### src/rtl/rgb_layer_compositor_pkg.sv
// Shared constants for the RGB layer compositor: colour width, blend modes
// and the game's layer index map.
package rgb_layer_compositor_pkg;
  localparam int COLOR_W_DEF = 6;
  localparam logic [COLOR_W_DEF-1:0] TRANSPARENT = '0;

  localparam int PRIO_MODE_OR       = 0;
  localparam int PRIO_MODE_PRIORITY = 1;

  // Layer slots as wired by the sprite generators; lower index wins in priority mode.
  localparam int PLAYER = 0;
  localparam int BULLET = 1;
  localparam int ENEMY0 = 2;
  localparam int HEADER = 3;
endpackage

### src/rtl/rgb_layer_compositor_if.sv
// Pixel-stream bundle between the layer generators, the compositor and the VGA stage.
interface rgb_layer_compositor_if #(
  parameter int NUM_LAYERS = 4,
  parameter int COLOR_W    = 6
);
  logic                          pix_valid;
  logic [NUM_LAYERS*COLOR_W-1:0] layer_rgb;
  logic [NUM_LAYERS-1:0]         layer_en;
  logic [COLOR_W-1:0]            bg_rgb;
  logic                          frame_start;
  logic [COLOR_W-1:0]            rgb_out;
  logic                          rgb_valid;
  logic [NUM_LAYERS-1:0]         collision_flags;
  logic                          collision_any;
  logic                          frame_done;

  modport master (
    output pix_valid, layer_rgb, layer_en, bg_rgb, frame_start,
    input  rgb_out, rgb_valid, collision_flags, collision_any, frame_done
  );

  modport slave (
    input  pix_valid, layer_rgb, layer_en, bg_rgb, frame_start,
    output rgb_out, rgb_valid, collision_flags, collision_any, frame_done
  );
endinterface

### src/rtl/rgb_layer_compositor_priority_select.sv
// Combinational first-opaque finder: lowest set bit of the opaque vector.
module layer_priority_select
  import rgb_layer_compositor_pkg::*;
#(
  parameter int NUM_LAYERS = 4,
  parameter int IDX_W      = $clog2(NUM_LAYERS)
) (
  input  logic [NUM_LAYERS-1:0] opaque,
  output logic [IDX_W-1:0]      idx,
  output logic                  found
);
  // Scan high to low so the last hit, the lowest index, is what sticks.
  always_comb begin
    idx   = '0;
    found = 1'b0;
    for (int i = NUM_LAYERS - 1; i >= 0; i--) begin
      if (opaque[i]) begin
        idx   = IDX_W'(i);
        found = 1'b1;
      end
    end
  end
endmodule

### src/rtl/rgb_layer_compositor.sv
// Two-stage layer compositor: mask/opacity in stage 1, blend + background in
// stage 2, with a per-frame collision accumulator fed from stage 1.
module rgb_layer_compositor
  import rgb_layer_compositor_pkg::*;
#(
  parameter int NUM_LAYERS    = 4,
  parameter int COLOR_W       = COLOR_W_DEF,
  parameter int PRIORITY_MODE = PRIO_MODE_OR
) (
  input logic                  clk,
  input logic                  reset,
  rgb_layer_compositor_if.slave bus
);
  localparam int STAGES = 2;
  localparam int IDX_W  = $clog2(NUM_LAYERS);

  logic [STAGES:0]                       vld_pipe;
  logic [STAGES:1]                       vld_q;
  logic [NUM_LAYERS-1:0][COLOR_W-1:0]    in_rgb, s1_rgb;
  logic [NUM_LAYERS-1:0]                 in_opq, s1_opq;
  logic [COLOR_W-1:0]                    s1_bg;

  assign vld_pipe = {vld_q, bus.pix_valid};

  // Disabled layers are zeroed here, so "opaque" reduces to a non-zero check.
  for (genvar g = 0; g < NUM_LAYERS; g++) begin : g_lane
    assign in_rgb[g] = bus.layer_rgb[g*COLOR_W +: COLOR_W] & {COLOR_W{bus.layer_en[g]}};
    assign in_opq[g] = (in_rgb[g] != COLOR_W'(TRANSPARENT));
  end

  // Stage 1
  always_ff @(posedge clk) begin
    if (reset) begin
      vld_q[1] <= 1'b0;
      s1_rgb   <= '0;
      s1_opq   <= '0;
      s1_bg    <= '0;
    end else begin
      vld_q[1] <= vld_pipe[0];
      s1_rgb   <= in_rgb;
      s1_opq   <= in_opq;
      s1_bg    <= bus.bg_rgb;
    end
  end

  logic [IDX_W-1:0]   sel_idx;
  logic               sel_found;
  logic [COLOR_W-1:0] or_rgb, blend_rgb;

  layer_priority_select #(.NUM_LAYERS(NUM_LAYERS), .IDX_W(IDX_W)) u_sel (
    .opaque (s1_opq),
    .idx    (sel_idx),
    .found  (sel_found)
  );

  always_comb begin
    or_rgb = '0;
    for (int i = 0; i < NUM_LAYERS; i++) or_rgb |= s1_rgb[i];
    if (PRIORITY_MODE == PRIO_MODE_PRIORITY)
      blend_rgb = sel_found ? s1_rgb[sel_idx] : s1_bg;
    else
      blend_rgb = (or_rgb != COLOR_W'(TRANSPARENT)) ? or_rgb : s1_bg;
  end

  // Stage 2: colour only updates on valid pixels, so gaps hold the last value.
  always_ff @(posedge clk) begin
    if (reset) begin
      vld_q[2]    <= 1'b0;
      bus.rgb_out <= '0;
    end else begin
      vld_q[2] <= vld_pipe[1];
      if (vld_pipe[1]) bus.rgb_out <= blend_rgb;
    end
  end

  assign bus.rgb_valid = vld_pipe[STAGES];

  logic [NUM_LAYERS-1:0] acc, contrib, publish;
  logic                  multi_opq;

  // x & (x-1) is non-zero exactly when two or more layers are opaque.
  assign multi_opq = ((s1_opq & (s1_opq - NUM_LAYERS'(1))) != '0);
  assign contrib   = (vld_pipe[1] && multi_opq) ? s1_opq : '0;
  assign publish   = acc | contrib;

  // The stage-1 pixel at a frame_start edge still belongs to the closing frame.
  always_ff @(posedge clk) begin
    if (reset) begin
      acc                 <= '0;
      bus.collision_flags <= '0;
      bus.collision_any   <= 1'b0;
      bus.frame_done      <= 1'b0;
    end else if (bus.frame_start) begin
      acc                 <= '0;
      bus.collision_flags <= publish;
      bus.collision_any   <= |publish;
      bus.frame_done      <= 1'b1;
    end else begin
      acc                 <= publish;
      bus.frame_done      <= 1'b0;
    end
  end
endmodule

### src/flat_wrapper.sv
// flat-port wrapper written by rule: the top's interface ports become plain ports
module rgb_layer_compositor_flat import rgb_layer_compositor_pkg::*;
#(
  parameter int NUM_LAYERS    = 4,
  parameter int COLOR_W       = COLOR_W_DEF,
  parameter int PRIORITY_MODE = PRIO_MODE_OR
)
  (clk, reset, bus_pix_valid, bus_layer_rgb, bus_layer_en, bus_bg_rgb, bus_frame_start, bus_rgb_out, bus_rgb_valid, bus_collision_flags, bus_collision_any, bus_frame_done);
  rgb_layer_compositor_if #(.NUM_LAYERS(NUM_LAYERS), .COLOR_W(COLOR_W)) bus_i ();
  input logic clk;
  input logic reset;
  input wire logic [$bits(bus_i.pix_valid)-1:0] bus_pix_valid;
  input wire logic [$bits(bus_i.layer_rgb)-1:0] bus_layer_rgb;
  input wire logic [$bits(bus_i.layer_en)-1:0] bus_layer_en;
  input wire logic [$bits(bus_i.bg_rgb)-1:0] bus_bg_rgb;
  input wire logic [$bits(bus_i.frame_start)-1:0] bus_frame_start;
  output wire logic [$bits(bus_i.rgb_out)-1:0] bus_rgb_out;
  output wire logic [$bits(bus_i.rgb_valid)-1:0] bus_rgb_valid;
  output wire logic [$bits(bus_i.collision_flags)-1:0] bus_collision_flags;
  output wire logic [$bits(bus_i.collision_any)-1:0] bus_collision_any;
  output wire logic [$bits(bus_i.frame_done)-1:0] bus_frame_done;
  assign bus_i.pix_valid = bus_pix_valid;
  assign bus_i.layer_rgb = bus_layer_rgb;
  assign bus_i.layer_en = bus_layer_en;
  assign bus_i.bg_rgb = bus_bg_rgb;
  assign bus_i.frame_start = bus_frame_start;
  assign bus_rgb_out = bus_i.rgb_out;
  assign bus_rgb_valid = bus_i.rgb_valid;
  assign bus_collision_flags = bus_i.collision_flags;
  assign bus_collision_any = bus_i.collision_any;
  assign bus_frame_done = bus_i.frame_done;
  rgb_layer_compositor #(.NUM_LAYERS(NUM_LAYERS), .COLOR_W(COLOR_W), .PRIORITY_MODE(PRIORITY_MODE)) u_core (.clk(clk), .reset(reset), .bus(bus_i));
endmodule
### config.mk
export PLATFORM = sky130hd
export DESIGN_NAME = rgb_layer_compositor_flat
export DESIGN_NICKNAME = d
export VERILOG_FILES = /design/src/rtl/rgb_layer_compositor_pkg.sv /design/src/rtl/rgb_layer_compositor_if.sv /design/src/rtl/rgb_layer_compositor_priority_select.sv /design/src/rtl/rgb_layer_compositor.sv /design/src/flat_wrapper.sv
export SDC_FILE = /design/constraint.sdc
export NUM_CORES = 1
export LEC_CHECK = 0
export ABC_AREA = 1
export CAP_MARGIN = 40
export CORE_ASPECT_RATIO = 0.9
export CORE_MARGIN = 3
export CORE_UTILIZATION = 40
export DETAILED_ROUTE_END_ITERATION = 10
export GPL_ROUTABILITY_DRIVEN = 0
export PLACE_DENSITY_LB_ADDON = 0.3
export REMOVE_ABC_BUFFERS = 1
export SLEW_MARGIN = 20
export SYNTH_ARGS = -nofsm -noshare
export SYNTH_HDL_FRONTEND = slang
export SYNTH_SLANG_ARGS = --single-unit
export TNS_END_PERCENT = 5
### constraint.sdc
create_clock -name clk -period 1.24 [get_ports clk]
set_clock_uncertainty 0.1 [all_clocks]
set_input_delay 0.248 -clock clk [delete_from_list [all_inputs] [get_ports clk]]
set_output_delay 0.248 -clock clk [all_outputs]
set_load 0.02 [all_outputs]
# [Yosys cells after proc, flatten, opt, wreduce, memory -nomap -nowiden]
# Cells that the tools add are included.
[word_totals] output_inout_bits=13 mem_bits_ro=0 latchBits=0 regBits=52 mem_bits_rw=0 mem_count=0 input_bits=38
[classes] n_reduce_logical=9 order_cmp=0 shifts=0 mul=0 n_div=0 n_mux=3 add_sub_neg=1 bitwise_logic=9 n_eq_ne=0
[op_table] operator="$reduce_bool A6 Y1" count=5
[op_table] operator="$and A6 B6 Y6" count=4
[op_table] operator="$or A6 B6 Y6" count=3
[op_table] operator="$mux W6" count=1
[op_table] operator="$and A4 B4 Y4" count=1
[op_table] operator="$mux W4" count=1
[op_table] operator="$or A4 B4 Y4" count=1
[op_table] operator="$reduce_bool A4 Y1" count=1
[op_table] operator="$reduce_or A4 Y1" count=1
[op_table] operator="$sub A4 B1 Y4 const B" count=1
[op_table] operator="$reduce_or A2 Y1" count=1
[op_table] operator="$logic_and A1 B1 Y1" count=1
[op_table] operator="$mux W1" count=1

# [Longest topological paths before layout]
# Gate-level depths: netlist of the first run.
[depth] depth_word=7 ltp_mapped=8 ltp_nobuf=8

# [Worst setup path after synthesis of the first run]
# Ideal clock, no wire load.
[synth_path] path_kind="register to register" from="register u_core.s1_opq[1]" to="register u_core.bus.collision_any" n_path_buf=0 arrival_ns=0.829 synth_period_minus_slack_ns=1.043 path_stages_with_launch=9 t_required_ns=1.025 path_slack_ns=0.197 cell_sequence="dfxtp_1 nor2_2 nand2_2 nand3_1 nand2_1 nor2_1 nand2_1 nand2_1 nand2_1"
[synth_between] elab_chain_cells=7
[synth_rtl] element="start: declaration" line="rgb_layer_compositor.sv:20" rtl="logic [NUM_LAYERS-1:0] in_opq, s1_opq;"
[synth_rtl] element="start signal: assignment" line="rgb_layer_compositor.sv:41" rtl="s1_opq <= in_opq;"
[synth_rtl] element="$sub A4 B1 Y4" line="rgb_layer_compositor.sv:82" rtl="assign multi_opq = ((s1_opq & (s1_opq - NUM_LAYERS'(1))) != '0);"
[synth_rtl] element="$and A4 B4 Y4" line="rgb_layer_compositor.sv:82"
[synth_rtl] element="$reduce_bool A4 Y1" line="rgb_layer_compositor.sv:82"
[synth_rtl] element="$logic_and A1 B1 Y1" line="rgb_layer_compositor.sv:83" rtl="assign contrib = (vld_pipe[1] && multi_opq) ? s1_opq : '0;"
[synth_rtl] element="$mux W4 *" line="rgb_layer_compositor.sv:83"
[synth_rtl] element="$or A4 B4 Y4 *" line="rgb_layer_compositor.sv:84" rtl="assign publish = acc | contrib;"
[synth_rtl] element="$reduce_or A4 Y1 *" line="rgb_layer_compositor.sv:96" rtl="bus.collision_any <= |publish;"
[synth_rtl] element="end signal: assignment" line="rgb_layer_compositor.sv:96"
[synth_rtl] element="end: declaration" line="rgb_layer_compositor_if.sv:24" rtl="output rgb_out, rgb_valid, collision_flags, collision_any, frame_done"
# Mark *: on every way between the ends. The rest lies on a longest branch, timed or not.
# A chain may end at the register's enable or synchronous reset.

# [Final worst setup path of the first run]
[layout_path] from="register u_core.bus.collision_any" to="output port bus_collision_any"
[layout_rtl] element="end: declaration" line="flat_wrapper.sv:20" rtl="output wire logic [$bits(bus_i.collision_any)-1:0] bus_collision_any;"
# No word-level cell between the ends.

==> results of run 1 <==
[layout by cell type, fill, tap and decap left out]
cell type / netlist / layout
nand3_1: 6 / 6
clkdlybuf4s50_1: 0 / 37
a21oi_2: 6 / 6
nor2_1: 58 / 54
clkbuf_8: 0 / 7
o21ai_0: 2 / 2
nand3_2: 1 / 1
bufinv_16: 0 / 1
nand2_2: 7 / 9
a21oi_1: 2 / 2
dfxtp_1: 52 / 51
inv_1: 16 / 16
buf_4: 3 / 36
nor2_8: 2 / 2
buf_12: 0 / 1
nor2_4: 1 / 3
and3_1: 2 / 2
nand4_1: 9 / 9
nand2_1: 38 / 36
o21ai_1: 7 / 7
buf_2: 3 / 13
nor2_2: 6 / 8
dfxtp_4: 0 / 1
inv_2: 2 / 2
a41oi_1: 2 / 2
[final cells by class]
| type | count | area (um^2) | share of cell area |
|---|---|---|---|
| Clock buffer | 7 | 96.3 | 0.0345 |
| Sequential cell | 52 | 1040 | 0.374 |
| Clock inverter | 1 | 30.0 | 0.0108 |
| Inverter | 18 | 67.6 | 0.0242 |
| Timing Repair Buffer | 87 | 726 | 0.260 |
| Multi-Input combinational cell | 149 | 752 | 0.269 |
| Tap cell | 60 | 75.1 | 0.0269 |
[what timing repair did]
action,in CTS,in global routing
setup endpoints to repair,13,11
resized for setup,51,11
buffers inserted,0,0
pin swaps,0,5
[power by group through the flow]
stage | logic (mW) | registers [mW] | clock network (mW)
after floorplan | 0.212 | 1.84 | 0
after global placement | 0.549 | 1.82 | 0
after detailed placement | 0.556 | 1.83 | 0
after CTS | 0.539 | 1.79 | 1.26
after global routing | 0.597 | 1.80 | 1.33
final | 0.541 | 1.79 | 1.24
[logic make-up (layout without fill, tap and decap cells)]
| logic type | Yosys count | in the layout | share of synthesized area |
|---|---|---|---|
| buffers and inverters | 24 | 113 | 0.0561 |
| DFF | 52 | 52 | 0.556 |
| AOI/OAI and AO/OA | 19 | 19 | 0.0668 |
| and+or+nand+nor | 130 | 130 | 0.321 |
[worst min path at each step]
stage                       start         endpoint  slack (ns)  cells past startpoint
floorplan                   reset  u_core.s1_bg[0]        0.22                      1
global placement    u_core.acc[0]    u_core.acc[0]        0.34                      2
detailed placement  u_core.acc[0]    u_core.acc[0]        0.34                      2
CTS                 bus_bg_rgb[4]  u_core.s1_bg[4]        0.35                      3
global route        bus_bg_rgb[2]  u_core.s1_bg[2]        0.36                      3
finish              bus_bg_rgb[4]  u_core.s1_bg[4]        0.35                      3
[sequential cells by signal, indices dropped and copies added (netlist names)]
register and flops:
u_core.acc 4, u_core.bus.frame_done 1, u_core.vld_pipe 1, u_core.bus.collision_any 1, u_core.s1_opq 4, u_core.bus.collision_flags 4
u_core.s1_bg 6, u_core.s1_rgb 24, u_core.bus.rgb_valid 1, u_core.bus.rgb_out 6
[metrics by stage]
| step | utilization | std cells | setup TNS [ns] | setup WS (ns) |
|---|---|---|---|---|
| 2_1_floorplan | - | 219 | 0 | 0.195 |
| 3_3_place_gp | 0.629 | 366 | -5.74 | -0.181 |
| 3_5_place_dp | 0.629 | 366 | -6.14 | -0.219 |
| 4_1_cts | 0.645 | 374 | 0 | 0.0187 |
| 5_1_grt | 0.650 | 374 | -0.0269 | -0.0159 |
| 6_report | 0.650 | 374 | 0 | 0.0656 |
[routing by layer]
metal / vias to the layer above / track usage
met2: 40 / 0.253
met3: 4 / 0.0471
li1: 878 / -
met1: 695 / 0.190
met4: 0 / 0.0524
met5: - / 0
==> summary.txt, run 1 <==
Global route
  – GRT Overall Usage: 0.153
  – Largest net degree at the start of global routing: 18
  – Vias in the first global route: 1,494
  – Initial antenna violation count: 0
  – Global-route wire length before repair: 6620 um
  – Total grt overflow: 0

Finish
  – Layout fillers: 377
  – Layout overhead on the synthesized area: 49.0%
  – Share of cells above drive strength 1: 0.287
  – Final net count: 351
  – Antenna cells: 0
  – Post-route cell area: 0.00279 mm^2

Die
  – Top-Level Pins: 51
  – Starting density of the core: 0.436
  – Floorplan row count: 22
  – Total core area: 0.00429 mm^2
  – Die X: slightly below 80 um
  – Die height: 70.9 um
  – Die area: 0.00554 mm^2

Placed design
  – Area after DPL: about 0.0027 mm^2
  – Dpl hpwl: roughly 3100 um
  – # port buffers: 50

Logic synthesis
  – Post-synth ARST share: 0
  – Most common cell in the netlist: nor2_1
  – Yosys synthesis warning count: 0
  – Largest cells by area after synthesis: dfxtp_1 56%, nor2_1 12%, nand2_1 7.6%
  – Register area share after synthesis: 0.556
  – Yosys cell types: 20
  – Post-synth top area cell: dfxtp_1
  – Yosys reg bits: 52
  – Syn Inst Count: roughly 230
  – Ys flop type: dfxtp_1
  – Post-synth top area share: 0.556
  – Post-synthesis cell area: 0.00187 mm^2
  – EDFF count, synth: 0
  – Synth cell count leaders: 58 x nor2_1, 52 x dfxtp_1, 38 x nand2_1
  – Mean Syn Cell Area: 8.32 um^2

STA
  – Worst Max-Slew Pin Slew: 0.231 ns
  – Min Hold Slack: 0.354 ns
  – Count of final setup violators: 0
  – Highest Clock Rate: about 850 MHz
  – Final hold vios: 0
  – Final slew viol count: 0
  – Tmin final: 1.17 ns
  – Fin crit share: 0.947
  – RSZ-0062 raised after global routing: true
  – Slew headroom: 0.845

Critical path
  – R2R Setup Slk: about 0.066 ns
  – Worst path depth: 1
  – Crit-path max FO: 2
  – CP Capture Type: primary output
  – Startpoint of the worst setup timing path: u_core.bus.collision_any
  – Worst r2r dst: u_core.bus.collision_any
  – Setup crit start kind: flip-flop
  – Cell family with most CP delay: flip-flops
  – Crit path buffers/inverters: 1
  – CP max-delay cell: dfxtp_1
  – Req. time, crit path: 0.89 ns
  – Worst stage delay on the critical path: 0.35 ns
  – Crit-path cells: buf_2
  – Arrival time of the worst setup path: a little over 0.8 ns
  – Reg2Reg Launch Point: u_core.s1_opq[2]
  – Worst R2R Path Depth: 8
  – Crit Path Class: flip-flop to primary output
  – Critical Path Sink: bus_collision_any

CTS
  – CTS Buf Count: 5
  – # hold bufs at CTS: 0
  – CTS Buffer Depth: 2
  – Clock root cell: clkbuf_8
  – Clock sinks: 52
  – TritonCTS clock tree: yes
  – Clk slew on worst S/H paths: about 0.090 ns
  – Skew-Pair Late Insertion Delay: 0.30 ns
  – H-tree Lvls: 2

Power
  – Comb pwr share: 0.152
  – Maximum vdd ir drop: 0.743 mV
  – Cell Pwr Density: 1280 mW/mm^2
  – Sw Share: 0.231
  – Int Power: 2.74 mW
  – Psw: 823 uW
  – Total Power: 3.57 mW
  – Sequential group share of total power: 0.502
  – Leak: 1.27 nW
  – Clock share of power: 0.347

Job
  – Max cap viols: 0

Drt
  – Detailed Route WL: 3970 um
  – Via Count: 1,617
  – Total iterations of the first detailed-routing run: 6
  – Vias per cell: 4.32
  – Metal-1 WL: ~1800 um
  – Post-DRT Antenna Nets: 0
  – Top Metal Used: met4
  – Met3 wire len: roughly 210 um
  – DRC Markers: 0
  – DRT iter0 DRCs: 59
  – Mean routed wirelength per cell: 10.6 um
  – WL met2: 1870 um

Worst hold path
  – Hold crit path type: input port to flip-flop

Status
  – Outcome: finished clean
Power figures use the tool's default switching activity.
==> inputs of run 2 (changes only) <==
Settings changed: CORE_UTILIZATION 40 to 47, HOLD_SLACK_MARGIN set to 0.15.
==> run 2 against run 1 <==
  * Sequential power hardly changed
  * Fmax shrank 0.12%
  * Count of clock-buffer cells in the layout decreased by 2
  * Routed wire length is 6.2% lower
  * Combinational power down 2%
  * Cell count is 4.8% lower
  * Sequential share of layout area up 0.77 points
  * Via count is 1.2% higher
  * Clock power is 9% higher
  * Die area decreased by 14%
  * Register-to-register slack about the same
  * Global-route usage grew 2.2 points
  * Largest power group unchanged
==> summary.txt, run 2 (same netlist as run 1, synthesis figures left out) <==
STA
  – Tmin final: 1.18 ns (was 1.17 ns)
  – Count of final setup violators: 0 (unchanged)
  – Slew headroom: 0.852 (was 0.845)
  – Final slew viol count: 0 (unchanged)
  – Worst Max-Slew Pin Slew: 0.220 ns (was 0.231 ns)
  – Highest Clock Rate: 850 MHz (was 851 MHz)
  – Final hold vios: 0 (unchanged)
  – Fin crit share: 0.948 (was 0.947)
  – RSZ-0062 raised after global routing: true (unchanged)

Power
  – Leak: 1.26 nW (was 1.27 nW)
  – Sw Share: 0.226 (was 0.231)
  – Clock share of power: 0.368 (was 0.347)
  – Maximum vdd ir drop: 0.764 mV (was 0.743 mV)
  – Sequential group share of total power: 0.488 (was 0.502)
  – Comb pwr share: 0.145 (was 0.152)
  – Psw: 825 uW (was 823 uW)
  – Total Power: 3.66 mW (was 3.57 mW)
  – Int Power: 2.83 mW (was 2.74 mW)
  – Cell Pwr Density: 1340 mW/mm^2 (was 1280 mW/mm^2)

CTS
  – Clock root cell: clkbuf_8 (unchanged)
  – CTS Buf Count: 5 (unchanged)
  – Clock sinks: 52 (unchanged)
  – # hold bufs at CTS: 0 (unchanged)
  – H-tree Lvls: 2 (unchanged)
  – Clk slew on worst S/H paths: 0.09 ns (about the same)
  – CTS Buffer Depth: 2 (unchanged)
  – TritonCTS clock tree: yes (unchanged)
  – Skew-Pair Late Insertion Delay: 0.30 ns (about the same)

Finish
  – Final Non-Filler Cells: 356 (was 374)
  – Commonest non-fill, non-tap cell in the layout: nor2_1 (unchanged)
  – Largest register FFs: 24 (unchanged)
  – Biggest regs: u_core.s1_rgb: 24 flops, u_core.bus.rgb_out: 6 flops, u_core.s1_bg: 6 flops (unchanged)
  – Reg area: 0.00104 mm^2 (about the same)
  – Layout fillers: 321 (was 377)
  – Antenna cells: 0 (unchanged)
  – Most frequent cells in the layout: 56 x nor2_1, 51 x dfxtp_1, 37 x nand2_1 (was 54 x nor2_1, 51 x dfxtp_1, 37 x clkdlybuf4s50_1)
  – Largest register by flop count: u_core.s1_rgb (unchanged)
  – Layout overhead on the synthesized area: 45.7% (was 49.0%)
  – Multi-input logic area: 738 um^2 (was 752 um^2)
  – Post-route cell area: 0.00273 mm^2 (was 0.00279 mm^2)
  – Share of cells above drive strength 1: 0.271 (was 0.287)
  – Final net count: 347 (was 351)

Drt
  – Metal-1 WL: 1600 um (was 1830 um)
  – WL met2: 1840 um (was 1870 um)
  – Total iterations of the first detailed-routing run: 5 (was 6)
  – DRC Markers: 0 (unchanged)
  – Met3 wire len: 235 um (was 212 um)
  – Top Metal Used: met4 (unchanged)
  – Via Count: 1,637 (was 1,617)
  – Post-DRT Antenna Nets: 0 (unchanged)
  – Vias per cell: 4.60 (was 4.32)
  – DRT iter0 DRCs: 59 (unchanged)
  – Detailed Route WL: 3730 um (was 3970 um)
  – Mean routed wirelength per cell: 10.5 um (was 10.6 um)

Placed design
  – Placed insts: 348 (was 366)
  – # port buffers: 50 (unchanged)
  – Dpl hpwl: 2970 um (was 3120 um)
  – Area after DPL: 0.00264 mm^2 (was 0.00270 mm^2)

Global route
  – Vias in the first global route: 1,559 (was 1,494)
  – Initial antenna violation count: 0 (unchanged)
  – Largest net degree at the start of global routing: 20 (was 18)
  – Total grt overflow: 0 (unchanged)
  – Global-route wire length before repair: 6370 um (was 6620 um)
  – GRT Overall Usage: 0.175 (was 0.153)

Status
  – Outcome: finished clean (unchanged)

Die
  – Die area: 0.00478 mm^2 (was 0.00554 mm^2)
  – Die X: 72.5 um (was 78.1 um)
  – Top-Level Pins: 51 (unchanged)
  – Floorplan row count: 21 (was 22)
  – Starting density of the core: 0.495 (was 0.436)
  – Die height: 65.9 um (was 70.9 um)
  – Total core area: 0.00378 mm^2 (was 0.00429 mm^2)

Critical path
  – Worst stage delay on the critical path: 0.35 ns (about the same)
  – Crit-path max FO: 3 (was 2)
  – Arrival time of the worst setup path: 1.28 ns (was 0.83 ns)
  – Most numerous cell on the critical path: nand2_1
  – Crit path buffers/inverters: 0 (was 1)
  – CP max-delay cell: dfxtp_1 (unchanged)
  – Req. time, crit path: 1.34 ns (was 0.89 ns)
  – Crit-path cells: nor2_1 > nand2_1 > nand3_2 > nor2_2 > nor2_2 > nand2_1 > nand2_1 > nand2_1 (was buf_2)
  – Crit Path Class: flip-flop to flip-flop (was flip-flop to primary output)
  – Cell family with most CP delay: simple AND/OR/NAND/NOR gates (was flip-flops)
  – CP Capture Type: flip-flop (was primary output)
  – Setup crit start kind: flip-flop (unchanged)

Worst hold path
  – Hold crit path type: input port to flip-flop (unchanged)

Job
  – Max cap viols: 0 (unchanged)
==> run 2: cell count changes in the layout (fill, tap and decap cells not counted), moves of 2 or more <==
cell and delta:
clkbuf_8 -2, buf_4 -3, nor2_4 -2, nor2_1 +2
==> run 2: routing by layer <==
metal  vias to the layer above  GRT usage
met5                         -          0
met3                         6     0.0623
met1                       704      0.203
met2                        48      0.293
met4                         0     0.0691
li1                        879          -
==> run 2: layout make-up <==
class                           count  share of cell area
Tap cell                           46              0.0211
Clock inverter                      3              0.0252
Timing Repair Buffer               83               0.251
Sequential cell                    52               0.382
Multi-Input combinational cell    149               0.271
Inverter                           18              0.0248
Clock buffer                        5              0.0252
==> run 2: metrics by stage <==
step,utilization,setup TNS (ns),setup slack (ns),hold slack [ns]
2_1_floorplan,-,0,0.195,0.219
3_3_place_gp,0.698,-6.62,-0.246,0.343
3_5_place_dp,0.698,-7.46,-0.272,0.351
4_1_cts,0.721,0,0.0141,0.345
5_1_grt,0.721,-0.0535,-0.0535,0.303
6_report,0.721,0,0.0642,0.284
==> run 2: path summary, 6_finish.rpt <==
check                        start                  endpoint  slack, ns  cells after the start
hold reg to reg      u_core.acc[0]             u_core.acc[0]       0.36                      2
hold / removal               reset           u_core.s1_bg[4]       0.28                      3
setup reg to reg  u_core.s1_opq[2]  u_core.bus.collision_any       0.06                      8
setup / recovery  u_core.s1_opq[2]  u_core.bus.collision_any       0.06                      8
==> run 2: worst min-delay path, delay by kind of cell <==
kind | cells | cell delay, ns
buffers and inverters | 2 | 0.36
AND/OR/NAND/NOR | 1 | 0.04
==> run 2: what timing repair did <==
action,CTS,global route
pin swaps,0,2
setup buffers,0,0
gates resized for setup,50,8
endpoints found under the setup margin,13,12
==> run 2: power groups by stage <==
stage / Sequential (mW) / Combinational (mW) / Clock, mW
after global routing: 1.79 / 0.587 / 1.43
after floorplan: 1.84 / 0.212 / 0
after global placement: 1.82 / 0.540 / 0
final: 1.78 / 0.529 / 1.35
after detailed placement: 1.82 / 0.548 / 0
after CTS: 1.78 / 0.533 / 1.37
==> inputs of run 3 (changes only) <==
Settings changed: HOLD_SLACK_MARGIN 0.15 to 0.05.
==> results of run 3 <==
No change in the layout: final DEF, timing and power equal those of run 2.
